File: config.mk
export PLATFORM = sky130hd
export DESIGN_NAME = tick_scheduler
export DESIGN_NICKNAME = d
export VERILOG_FILES = /design/src/rtl/tick_scheduler.sv
export SDC_FILE = /design/constraint.sdc
export NUM_CORES = 1
export LEC_CHECK = 0
export CORE_MARGIN = 1.5
export CORE_UTILIZATION = 50
export DETAILED_ROUTE_END_ITERATION = 7
export PLACE_DENSITY = 0.7
export SYNTH_ARGS = -nofsm -noshare
export SYNTH_HDL_FRONTEND = slang
export SYNTH_SLANG_ARGS = --single-unit
File: constraint.sdc
create_clock -name clkIn -period 3.53 [get_ports clkIn]
set_input_delay 0.8825 -clock clkIn [delete_from_list [all_inputs] [get_ports clkIn]]
set_output_delay 0.8825 -clock clkIn [all_outputs]
set_load 0.05 [all_outputs]
File: src/rtl/tick_scheduler.sv
// Shares one prescaled base tick among NCH independently programmable tick channels.
// Each channel emits single-cycle clock-enable pulses in periodic or one-shot mode.
module tick_scheduler #(
    parameter int NCH      = 4,
    parameter int PRESCALE = 5000,
    parameter int PRE_W    = 13,
    parameter int PERIOD_W = 16
) (
    input  logic                clkIn,
    input  logic                rstIn_n,
    input  logic                cfgValid,
    output logic                cfgReady,
    input  logic [2:0]          cfgCh,
    input  logic [1:0]          cfgOp,
    input  logic [PERIOD_W-1:0] cfgPeriod,
    output logic [NCH-1:0]      tickOut,
    output logic [NCH-1:0]      busy,
    output logic [NCH-1:0]      done,
    output logic                cfgErr
);

    typedef enum logic [1:0] {
        OP_NOP       = 2'b00,
        OP_START_PER = 2'b01,
        OP_START_ONE = 2'b10,
        OP_STOP      = 2'b11
    } op_e;

    typedef enum logic {
        ST_IDLE = 1'b0,
        ST_RUN  = 1'b1
    } state_e;

    localparam logic [3:0]       NCH_L    = 4'(NCH);
    localparam logic [PRE_W-1:0] PRE_LAST = PRE_W'(PRESCALE - 1);

    logic [PRE_W-1:0]    pre_cnt_q, pre_cnt_d;
    logic                ready_q, ready_d;
    logic                err_q, err_d;
    logic [NCH-1:0]      tick_q, tick_d;
    logic [NCH-1:0]      done_q, done_d;
    logic [NCH-1:0]      oneshot_q, oneshot_d;
    state_e              state_q  [NCH];
    state_e              state_d  [NCH];
    logic [PERIOD_W-1:0] period_q [NCH];
    logic [PERIOD_W-1:0] period_d [NCH];
    logic [PERIOD_W-1:0] cnt_q    [NCH];
    logic [PERIOD_W-1:0] cnt_d    [NCH];

    op_e  op;
    logic xfer, is_start, reject, cmd_ok, any_busy, base_tick;

    assign op = op_e'(cfgOp);

    always_comb begin
        for (int c = 0; c < NCH; c++) begin
            busy[c] = (state_q[c] == ST_RUN);
        end
    end

    // NOTE: every signal written here gets a default first, so no path leaves one unassigned and no latch is inferred.
    always_comb begin
        xfer      = cfgValid & ready_q;
        is_start  = (op == OP_START_PER) || (op == OP_START_ONE);
        reject    = ({1'b0, cfgCh} >= NCH_L) || (is_start && (cfgPeriod == '0));
        cmd_ok    = xfer && !reject && (is_start || (op == OP_STOP));
        ready_d   = ~xfer;
        err_d     = xfer & reject;
        any_busy  = |busy;
        base_tick = any_busy && (pre_cnt_q == PRE_LAST);
        pre_cnt_d = (!any_busy || base_tick) ? '0 : pre_cnt_q + 1'b1;

        tick_d    = '0;
        done_d    = done_q;
        oneshot_d = oneshot_q;
        for (int c = 0; c < NCH; c++) begin
            state_d[c]  = state_q[c];
            period_d[c] = period_q[c];
            cnt_d[c]    = cnt_q[c];

            // An accepted command on this channel overrides an expiry in the same cycle.
            if (cmd_ok && (cfgCh == 3'(c))) begin
                done_d[c] = 1'b0;
                if (is_start) begin
                    state_d[c]   = ST_RUN;
                    period_d[c]  = cfgPeriod;
                    cnt_d[c]     = cfgPeriod - 1'b1;
                    oneshot_d[c] = (op == OP_START_ONE);
                end else begin
                    state_d[c] = ST_IDLE;
                    cnt_d[c]   = '0;
                end
            end else if ((state_q[c] == ST_RUN) && base_tick) begin
                if (cnt_q[c] != '0) begin
                    cnt_d[c] = cnt_q[c] - 1'b1;
                end else begin
                    tick_d[c] = 1'b1;
                    if (oneshot_q[c]) begin
                        state_d[c] = ST_IDLE;
                        done_d[c]  = 1'b1;
                    end else begin
                        cnt_d[c] = period_q[c] - 1'b1;
                    end
                end
            end
        end
    end

    // NOTE: sequential state uses non-blocking assignments so every flop samples pre-edge values.
    always_ff @(posedge clkIn or negedge rstIn_n) begin
        if (!rstIn_n) begin
            pre_cnt_q <= '0;
            ready_q   <= 1'b1;
            err_q     <= 1'b0;
            tick_q    <= '0;
            done_q    <= '0;
            oneshot_q <= '0;
            for (int c = 0; c < NCH; c++) begin
                state_q[c]  <= ST_IDLE;
                period_q[c] <= '0;
                cnt_q[c]    <= '0;
            end
        end else begin
            pre_cnt_q <= pre_cnt_d;
            ready_q   <= ready_d;
            err_q     <= err_d;
            tick_q    <= tick_d;
            done_q    <= done_d;
            oneshot_q <= oneshot_d;
            for (int c = 0; c < NCH; c++) begin
                state_q[c]  <= state_d[c];
                period_q[c] <= period_d[c];
                cnt_q[c]    <= cnt_d[c];
            end
        end
    end

    assign cfgReady = ready_q;
    assign cfgErr   = err_q;
    assign tickOut  = tick_q;
    assign done     = done_q;

endmodule

==> flow_summary_export.csv, run 1 <==
group,metric,value,unit
timing,finalMaxSlewViolations,0,
power,switching_power,2300,uW
timing,fin_crit,3390,ps
timing,fin_crit_sh,96.1,%
min_path,hp-class,"primary input to asynchronous set/reset pin",
placed_design,io_buffers,37,
timing,worstMarginPinSlew,1190,ps
timing,slew_headroom,19.8,%
timing,fin_tns_setup,0,ps
clocking,ctsRootBufferMaster,"clkbuf_16",
clocking,h-tree-depth,4,
finish,drive_above_1_share,17.2,%
power,pwr-share-clk,31.0,%
grt,grt_pass1_wl,51400,um
route,drtIter0Drc,990,
floorplanning,fp.dieH,143,um
worst_setup_path,r2r_cells,10,
clocking,cts_buffers,17,
route,via_count,9710,
worst_setup_path,required,3850,ps
floorplanning,dieArea,20600,sq um
power,comb_power_share,26.8,%
logic_synthesis,yosysWarnings,0,
timing,holdWs,452,ps
route,firstDrtPassIters,6,
placed_design,gp_congestion,0.945,
logic_synthesis,ys_ff_latch,159,
floorplanning,initial_core_util,50.8,%
placed_design,placed_area,11100,sq um
clocking,clock_latency,440,ps
logic_synthesis,synth_edf_count,0,
clocking,cts_num_sinks,159,
finish,nets,1232,
power,p_int,4160,uW
timing,finalSetupViolations,0,
floorplanning,rows,51,
route,drc,0,
route,wire_per_inst,21.9,um
timing,hold_viol,0,
worst_setup_path,reg2reg_slack,140,ps
flow_run,maxCapViolations,0,
floorplanning,fp.dieW,143,um
worst_setup_path,crit_start,"cnt_q[59]$_DFFE_PN0P_",
worst_setup_path,endpoint_kind,"flop",
power,p_leak,0.00482,uW
power,power_density,550,nW/um^2
grt,grt_start_max_net_pins,72,
timing,fin_skew,11.1,ps
clocking,cts_tree,"yes",
finish,final_area,11800,sq um
logic_synthesis,synth_area_per_cell,8.89,sq um
timing,max_freq,0.295,GHz
timing,rsz0062_at_grt,"false",
worst_setup_path,critical_path_arrival,3710,ps
worst_setup_path,crit_type,"flop to flop",
outcome,status,"completed",
logic_synthesis,ys_types,81,
worst_setup_path,cp-start-kind,"flop",
placed_design,dp_hpwl,22800,um
finish,n_fill_cell,1743,
finish,num_antenna_cells,0,
grt,grt_remaining_overflow,0,
power,vdd_drop_max,0.396,mV
grt,antenna_found_initial,0,
power,netSwitchingFraction,35.6,%
route,viasPerCell,6.57,
worst_setup_path,path_max_fanout,6,
grt,grt_pass1_vias,9225,
logic_synthesis,syn_nets,1142,
worst_setup_path,regToRegEndpoint,"cnt_q[60]$_DFFE_PN0P_",
route,ant_nets,0,
floorplanning,io_pins,38,
route,wirelength,32400,um
logic_synthesis,synthCells,1109,
logic_synthesis,async_reset_ff_share,100,%
finish,post-route-util,60.6,%
worst_setup_path,r2r_start,"cnt_q[59]$_DFFE_PN0P_",
floorplanning,fp.coreArea,19400,sq um
clocking,cts_max_path_buffers,2,
clocking,clk_pin_slew_worst_paths,70,ps
power,p_seq_share,42.2,%
finish,layout-area-overhead-vs-synth,19.2,%
logic_synthesis,ys_seq_area_share,40.4,%
power,power,6460,uW
grt,grt_use_total,32.8,%
logic_synthesis,ys.flop_type,"dfrtp_1",
logic_synthesis,netlist_area,9860,sq um
[how the worst max path moves through the flow]
stage	end	slack, ps	cells past startpoint
5_1_grt	cnt_q[6]$_DFFE_PN0P_	0.4	11
3_5_place_dp	cnt_q[20]$_DFFE_PN0P_	30	9
3_3_place_gp	cnt_q[20]$_DFFE_PN0P_	30	9
4_1_cts	cnt_q[60]$_DFFE_PN0P_	200	10
6_report	cnt_q[60]$_DFFE_PN0P_	140	10
2_1_floorplan	cnt_q[60]$_DFFE_PN0P_	40	13
[power by group through the flow]
stage | clock network, uW | registers [uW] | logic [uW]
after floorplan | 0 | 2630 | 1120
after global placement | 0 | 2720 | 1660
after detailed placement | 0 | 2730 | 1700
after CTS | 2010 | 2700 | 1710
after global routing | 2090 | 2780 | 1900
final | 2000 | 2730 | 1730
[cells in the final DEF, fill, tap and decap left out, types with 13 or more instances in the layout]
cell	Yosys	routed
mux2_2	49	49
o22ai_1	26	26
and3_1	13	13
nand3_1	35	35
nand4_1	13	13
mux2i_1	18	18
a31oi_1	26	26
dfrtp_1	158	158
a21oi_1	54	54
buf_4	2	86
clkbuf_16	0	17
xnor2_1	14	14
a211o_1	13	13
nor4_1	27	27
nand2_1	128	128
o21ai_0	61	61
inv_1	25	25
nor2_1	94	93
clkdlybuf4s50_1	0	36
or3_1	28	28
nor3_1	45	43
o31ai_1	18	18
[what timing repair did]
action | CTS | global route
setup endpoints to repair | 0 | 1
setup buffers | 0 | 0
hold buffers | 0 | 0
gates resized for setup | 0 | 1
[Yosys cell counts (7+ instances only)]
cell type,instances,share of area [%]
nor2_1,94,3.6
a31oi_1,26,1.6
clkbuf_1,40,1.5
a21oi_1,54,2.7
mux2i_1,18,1.8
a31o_2,8,0.71
nor3_1,45,2.3
ha_1,9,1.1
nand3_1,35,1.8
xor2_1,11,0.98
o22ai_1,26,1.6
a211o_1,13,1.2
a22oi_1,10,0.76
nor4_1,27,1.7
and3_1,13,0.82
o211ai_1,11,0.84
dfrtp_1,158,40
mux2_2,49,5.6
nand2_1,128,4.9
or2_2,7,0.44
o21ai_0,61,3.1
xnor2_1,14,1.2
buf_2,15,0.76
a21o_1,8,0.61
inv_1,25,0.95
nand2b_1,7,0.44
nand4_1,13,0.82
o31ai_1,18,1.4
or4_1,11,0.84
or3_1,28,1.8
o41ai_1,7,0.62
a211oi_1,8,0.61
[sequential cells by signal (all words and copies together) (netlist names)]
name	flops
done	4
cfgReady	1
oneshot_q	4
tickOut	4
cnt_q	64
cfgErr	1
busy	4
period_q	64
pre_cnt_q	13
[layer usage]
metal  up-vias  wire length [um]  track usage [%]
met1      4785             13600             44.1
met4         0              1090             13.0
met5         -                 0                0
met3        70              2630             7.50
met2       476             15000             51.5
li1       4379                 -                -
[per-stage QoR]
step	instances	setup WS (ps)
6_report	1477	136
5_1_grt	1477	0.355
4_1_cts	1477	195
3_5_place_dp	1445	35.0
3_3_place_gp	1445	32.6
2_1_floorplan	1109	39.6
[critical path, stage by stage, from the launching register on]
cell and delay (ps):
dfrtp_1 450, nor4_1 140, and4_1 240, a21oi_1 200, ha_1 220, or3b_4 420
or4_1 460, a211o_1 400, nor4_4 310, mux2i_1 130, a211o_1 310
[cell families after synthesis]
group,Yosys count,share of synthesized area (%)
and+or+nand+nor,450,23.5
AOI/OAI and AO/OA,314,21.8
buffers and inverters,85,3.58
adders and majority gates,9,1.14
xor gates and xnor gates,25,2.22
muxes,67,7.42
DFF,159,40.4
[area by class of cell]
type	instances	area, sq um	area share [%]
Sequential cell	159	3980	33.9
Timing Repair Buffer	130	1160	9.85
Inverter	26	97.6	0.831
Tap cell	265	332	2.82
Clock inverter	13	188	1.60
Multi-Input combinational cell	865	5550	47.3
Clock buffer	19	443	3.77
Power figures use the tool's default switching activity.
==> run 2: changes to the inputs <==
Settings changed: TNS_END_PERCENT set to 10.
==> results of run 2 <==
The final DEF is identical to that of run 1; final timing and power are the same.
